<file path="config.mk">
export PLATFORM = sky130hd
export DESIGN_NAME = gpio_bank_ctrl
export DESIGN_NICKNAME = d
export VERILOG_FILES = /design/src/rtl/gpio_bank_ctrl.sv
export SDC_FILE = /design/constraint.sdc
export NUM_CORES = 1
export LEC_CHECK = 0
export BUFFER_PORTS_ARGS = -buffer_cell sky130_fd_sc_hd__buf_2
export CAP_MARGIN = 25
export CORE_MARGIN = 1
export CORE_UTILIZATION = 40
export CTS_CLUSTER_SIZE = 40
export DETAILED_ROUTE_END_ITERATION = 8
export SYNTH_ARGS = -nofsm -noshare
export SYNTH_HDL_FRONTEND = slang
export SYNTH_SLANG_ARGS = --single-unit
</file>
<file path="constraint.sdc">
create_clock -name clk -period 1.9 [get_ports clk]
set_input_delay 0.38 -clock clk [delete_from_list [all_inputs] [get_ports clk]]
set_output_delay 0.38 -clock clk [all_outputs]
set_load 0.05 [all_outputs]
</file>
<file path="src/rtl/gpio_bank_ctrl.sv">
// Multi-bank GPIO controller with a per-bank register file, input synchronisers and
// edge-triggered sticky interrupt status. Pad tristates live at chip top.
module gpio_bank_ctrl #(
  parameter int unsigned NUM_BANKS   = 2,
  parameter int unsigned BANK_BW     = 8,
  parameter int unsigned SYNC_STAGES = 2,
  parameter int unsigned ADDR_BW     = $clog2(NUM_BANKS) + 3
) (
  input  logic                           clk,
  input  logic                           rst_n,
  input  logic                           req,
  input  logic                           we,
  input  logic [ADDR_BW-1:0]             addr,
  input  logic [BANK_BW-1:0]             wdata,
  output logic [BANK_BW-1:0]             rdata,
  output logic                           ack,
  input  logic [NUM_BANKS*BANK_BW-1:0]   gpio_in,
  output logic [NUM_BANKS*BANK_BW-1:0]   gpio_out,
  output logic [NUM_BANKS*BANK_BW-1:0]   gpio_oe,
  output logic [NUM_BANKS-1:0]           irq
);

  localparam int unsigned PinW = NUM_BANKS * BANK_BW;

  typedef logic [NUM_BANKS-1:0][BANK_BW-1:0] bank_regs_t;

  bank_regs_t data_out_q, data_out_d;
  bank_regs_t dir_q, dir_d;
  bank_regs_t rise_en_q, rise_en_d;
  bank_regs_t fall_en_q, fall_en_d;
  bank_regs_t status_q, status_d;

  logic [SYNC_STAGES-1:0][PinW-1:0] sync_q;
  logic [PinW-1:0]                  prev_q;
  logic [PinW-1:0]                  sync_out;
  logic [PinW-1:0]                  set_term;
  logic [NUM_BANKS-1:0]             irq_q, irq_d;
  logic [BANK_BW-1:0]               rdata_q, rdata_d;
  logic                             ack_q;
  logic [ADDR_BW-1:0]               bank_sel;
  logic [2:0]                       reg_sel;

  assign sync_out = sync_q[SYNC_STAGES-1];
  assign bank_sel = addr >> 3;
  assign reg_sel  = addr[2:0];

  // Edges are seen on every pin regardless of direction, so output pins can loop back.
  assign set_term = (sync_out & ~prev_q & rise_en_q) | (~sync_out & prev_q & fall_en_q);

  always_comb begin
    logic                hit;
    logic [BANK_BW-1:0]  w1c;
    data_out_d = data_out_q;
    dir_d      = dir_q;
    rise_en_d  = rise_en_q;
    fall_en_d  = fall_en_q;
    status_d   = status_q;
    irq_d      = '0;
    rdata_d    = '0;
    hit        = 1'b0;
    w1c        = '0;
    for (int b = 0; b < NUM_BANKS; b++) begin
      hit = req && (bank_sel == ADDR_BW'(b));
      w1c = '0;
      if (hit && we) begin
        case (reg_sel)
          3'd0:    data_out_d[b] = wdata;
          3'd1:    dir_d[b]      = wdata;
          3'd3:    rise_en_d[b]  = wdata;
          3'd4:    fall_en_d[b]  = wdata;
          3'd5:    w1c           = wdata;
          default: ;
        endcase
      end else if (hit) begin
        case (reg_sel)
          3'd0:    rdata_d = data_out_q[b];
          3'd1:    rdata_d = dir_q[b];
          3'd2:    rdata_d = sync_out[b*BANK_BW +: BANK_BW];
          3'd3:    rdata_d = rise_en_q[b];
          3'd4:    rdata_d = fall_en_q[b];
          3'd5:    rdata_d = status_q[b];
          default: rdata_d = '0;
        endcase
      end
      // A new edge in the same cycle as a clear keeps the bit set.
      status_d[b] = (status_q[b] & ~w1c) | set_term[b*BANK_BW +: BANK_BW];
      irq_d[b]    = |status_q[b];
    end
  end

  always_ff @(posedge clk or negedge rst_n) begin
    if (!rst_n) begin
      data_out_q <= '0;
      dir_q      <= '0;
      rise_en_q  <= '0;
      fall_en_q  <= '0;
      status_q   <= '0;
      irq_q      <= '0;
      rdata_q    <= '0;
      ack_q      <= 1'b0;
    end else begin
      data_out_q <= data_out_d;
      dir_q      <= dir_d;
      rise_en_q  <= rise_en_d;
      fall_en_q  <= fall_en_d;
      status_q   <= status_d;
      irq_q      <= irq_d;
      rdata_q    <= rdata_d;
      ack_q      <= req;
    end
  end

  always_ff @(posedge clk or negedge rst_n) begin
    if (!rst_n) begin
      sync_q <= '0;
      prev_q <= '0;
    end else begin
      sync_q[0] <= gpio_in;
      for (int s = 1; s < SYNC_STAGES; s++) begin
        sync_q[s] <= sync_q[s-1];
      end
      prev_q <= sync_out;
    end
  end

  assign gpio_out = data_out_q;
  assign gpio_oe  = dir_q;
  assign irq      = irq_q;
  assign rdata    = rdata_q;
  assign ack      = ack_q;

endmodule
</file>
Word level (Yosys, flattened, before mapping). Cells that the tools add are included.

Bits in registers: 139. Input bits: 32. Output and inout bits: 43.

Eq/ne operators: 5. Mux-type cells: 9. Bitwise gates (word level): 13. Reduce and logical (&&, ||, !) cells: 16.

Operator list (number): $pmux 8 s6 (2); $and 16x16->16 (4); $mux 8 (7); $not 16->16 (2); $and 8x8->8 (2); $not 8->8 (2); $or 16x16->16 (1); $or 8x8->8 (2); $reduce_and 2->1 (8); $reduce_or 8->1 (2); $eq 3x2->1 const B (2); $eq 3x3->1 const B (2); $logic_and 1x1->1 (4); $logic_not 4->1 (1); $eq 3x1->1 const B (1); $logic_not 3->1 (1).

Logic depth before layout (Yosys ltp).
Word-level depth: 7. Gate-level depth with buffers: 7. Depth with buffers taken out: 4.

Worst setup path after synthesis. OpenSTA, ideal clock, no wires.

Path kind: input -> register. From: input addr[2]. To: register rise_en_q[10] in the netlist's numbering. Arrival time: 1476 ps. Path slack: 299 ps. Stages on the path: 4. Path buffers: 1. Cells stage by stage: buf_2 nand3b_1 nor2_2 mux2_2.

Word-level cells in the longest chain between the ends: 2.

RTL lines: start, declared (RTL line 13) `input logic [ADDR_BW-1:0] addr,`; $eq 3x2->1 (RTL line 66) `case (reg_sel)`; $reduce_and 2->1 (no source line); end signal, assigned (RTL line 104) `rise_en_q <= rise_en_d;`; end, declared (RTL line 29) `bank_regs_t rise_en_q, rise_en_d;`.

No other way between the ends. A chain may end at the register's enable or synchronous reset.

Final worst setup path.
From: register dir_q (netlist bit gpio_oe[1]). To: output gpio_oe[1].

RTL lines: start, declared (RTL line 28) `bank_regs_t dir_q, dir_d;`; start signal, assigned (RTL line 103) `dir_q <= dir_d;`; end, declared (RTL line 19) `output logic [NUM_BANKS*BANK_BW-1:0] gpio_oe,`.

No word-level cell between the ends.

==> impl_metrics.toml <==
[worst_hold_path]
hold_end = "sync_q[7]$_DFF_PN0_"
min_path_type = "in2reg"
min_from = "gpio_in[7]"
hold_path_depth = 1

[place]
io_buffers = 74
place_area_um2 = 6600
dp_slack_ns = 0.00237
hpwlAfterDp_um = 10400
place.gp.congestion = 0.853

[sta]
fmax_mhz = 677
worst_pin_slew_ns = 0.453
setup_viol = 0
rsz0062_at_grt = "false"
hold_viol = 0
tns_ns = 0
fin_crit_sh = 0.777
setup_ws_ns = 0.424
slew_violations = 0
maxSlewHeadroom = 0.698
finClkSkew_ns = 0.00922
layout_min_cycle_time_ns = 1.48

[clock_tree]
cts_tree = "built"
cts_root_buffer = "clkbuf_16"
cts_resized = 0
worst_setup_hold_path_clk_slew_ns = 0.06
clock_sinks = 139
max-clock-path-buffers = 2
cts_buffers = 17
cts_htree_levels = 4
clk_latency_ns = 0.42

[power_and_ir_drop]
peakVddDrop_uv = 926
power-per-cell-area_nw_per_um2 = 1190
power_mw = 8.59
leakagePower_nw = 3.30

[floorplanning]
fp.dieW_um = 122
die_h_um = 122
initial_utilization = 0.413
std_cell_rows = 43
core_um2 = 13900
pin_count = 75
die-area_um2 = 14900

[global_routing]
grt_max_degree = 44
grt_pass1_vias = 4227
grt_first_pass_wirelength_um = 23100
antenna_found_initial = 0
overflow = 0
track_usage = 0.215

[drt]
drtIter0Drc = 266
dr_total_vias = 3969
viasPerCell = 5.36
first_pass_iters = 4
ant_nets = 0
drc_errors = 0
drt-total-wl_um = 14500
wire_per_inst_um = 19.6

[synth]
ys_ff_latch = 139
synthCells = 431
synth.distinct_cells = 38
yosys_warnings = 0
synth_nets = 463
netlist_area_um2 = 5750
seq_area_frac_synth = 0.604
avgSynthCellArea_um2 = 13.4

[critical_path]
worst_setup_path_start_kind = "flop"
reg2regPathDepth = 3
slowest_stage = "dfrtp_1"
crit_fanout = 3
path_class = "reg2out"
critPathBufInv = 1
endpoint_kind = "primary output"
crit_path_max_incr_delay_ns = 0.39
crit_required_ns = 1.52
critPathArrivalTime_ns = 1.10
r2r_end = "rdata[0]$_DFF_PN0_"
crit_chain = "buf_2"
crit_start = "gpio_oe[1]$_DFFE_PN0P_"
r2r_slack_ns = 0.50
r2r-start = "gpio_oe[0]$_DFFE_PN0P_"
crit_family = "flip-flops"

[layout]
fill_cells = 1200
fin_area_um2 = 7240
drive_gt1_frac = 0.378
final_common_cell = "dfrtp_1"
fin_nets = 580
fin_util = 0.520
layout_common_cells = "139 x dfrtp_1, 73 x buf_2, 55 x mux2_2, 37 x buf_4, 35 x nand2_1"
antennaDiodeCount = 0
syn_to_final_growth_pct = 25.8

[status]
status = "completed"

[flow_run]
maxCapViolations = 0
-- worst max path at each step --
stage,endpoint,slack [ns],cells past startpoint
final,gpio_oe[1],0.42,1
after detailed placement,status_q[9]$_DFF_PN0_,0.002,5
after global placement,status_q[5]$_DFF_PN0_,0.03,5
after global routing,gpio_out[12]$_DFFE_PN0P_,0.35,6
after CTS,gpio_oe[4],0.41,1
after floorplan,rise_en_q[10]$_DFFE_PN0P_,0.30,4
-- cells in the mapped netlist --
library cell / n / share of area
nand2b_4: 1 / 0.0024
mux4_1: 5 / 0.023
and3_1: 2 / 0.0022
nor4_4: 2 / 0.0074
nand3b_1: 19 / 0.025
dfrtp_1: 139 / 0.60
nor2_2: 2 / 0.0022
nand2_1: 35 / 0.023
nor2_1: 6 / 0.0039
a21oi_1: 13 / 0.011
a211oi_1: 14 / 0.018
or3_1: 3 / 0.0033
buf_2: 7 / 0.0061
nand2_4: 1 / 0.0020
nor4_1: 4 / 0.0043
buf_4: 1 / 0.0013
buf_12: 1 / 0.0035
mux4_2: 2 / 0.0078
nor3_4: 1 / 0.0028
nand3_1: 7 / 0.0061
or2_2: 1 / 0.0011
nor2b_1: 1 / 0.0011
and2_1: 1 / 0.0011
nand2b_1: 3 / 0.0033
nor3_2: 1 / 0.0017
buf_6: 4 / 0.0078
o21ai_0: 31 / 0.027
clkbuf_1: 6 / 0.0039
o21ai_1: 2 / 0.0017
o311ai_1: 1 / 0.0015
mux2_2: 55 / 0.11
o22ai_1: 2 / 0.0022
o211ai_1: 15 / 0.020
inv_1: 11 / 0.0072
mux2i_1: 25 / 0.043
o221ai_1: 5 / 0.0076
nand4_1: 1 / 0.0011
nor3b_1: 1 / 0.0013
-- cells by family after synthesis --
group                  synth area share
muxes                             0.182
and+or+nand+nor                  0.0948
AOI/OAI and AO/OA                0.0891
DFF                               0.604
buffers and inverters            0.0298
-- registers in the layout, summed over array words and instances, names as in the netlist --
| name | cells |
|---|---|
| sync_q | 16 |
| rdata | 8 |
| fall_en_q | 16 |
| ack | 1 |
| gpio_out | 16 |
| gpio_oe | 16 |
| irq | 2 |
| prev_q | 16 |
| rise_en_q | 16 |
| status_q | 16 |
| sync_out | 16 |
-- what timing repair did --
item,CTS,global route
endpoints found under the hold margin,39,0
hold buffers,1,0
setup buffers,0,0
setup endpoints to repair,0,0
-- routing by layer --
layer  track usage  share of wire  vias up
met5             0              0        -
met2         0.339           0.49       98
met4        0.0880          0.018        0
met1         0.283           0.44     2030
met3        0.0566          0.049       20
li1              -              -     1821
-- area by class of cell --
cell class | instances | area (um2) | area share
Multi-Input combinational cell | 262 | 2100 | 0.291
Timing Repair Buffer | 117 | 764 | 0.106
Tap cell | 180 | 225 | 0.0311
Sequential cell | 139 | 3480 | 0.480
Clock inverter | 13 | 193 | 0.0266
Inverter | 11 | 41.3 | 0.00570
Clock buffer | 19 | 433 | 0.0598
-- per-stage QoR --
| stage | hold slack [ns] | instances |
|---|---|---|
| finish | 0.0584 | 741 |
| global route | 0.0380 | 741 |
| CTS | 0.0458 | 741 |
| detailed placement | 0.335 | 708 |
| global placement | 0.332 | 708 |
| floorplan | 0.0844 | 431 |
-- report_power, final --
group / total [mW] / switching (mW) / internal, mW
combinational: 1.47 / 0.945 / 0.528
clock: 3.49 / 1.29 / 2.21
sequential: 3.63 / 0.297 / 3.33
total: 8.59 / 2.53 / 6.07
Note: power is estimated with default switching activity, not from simulation.
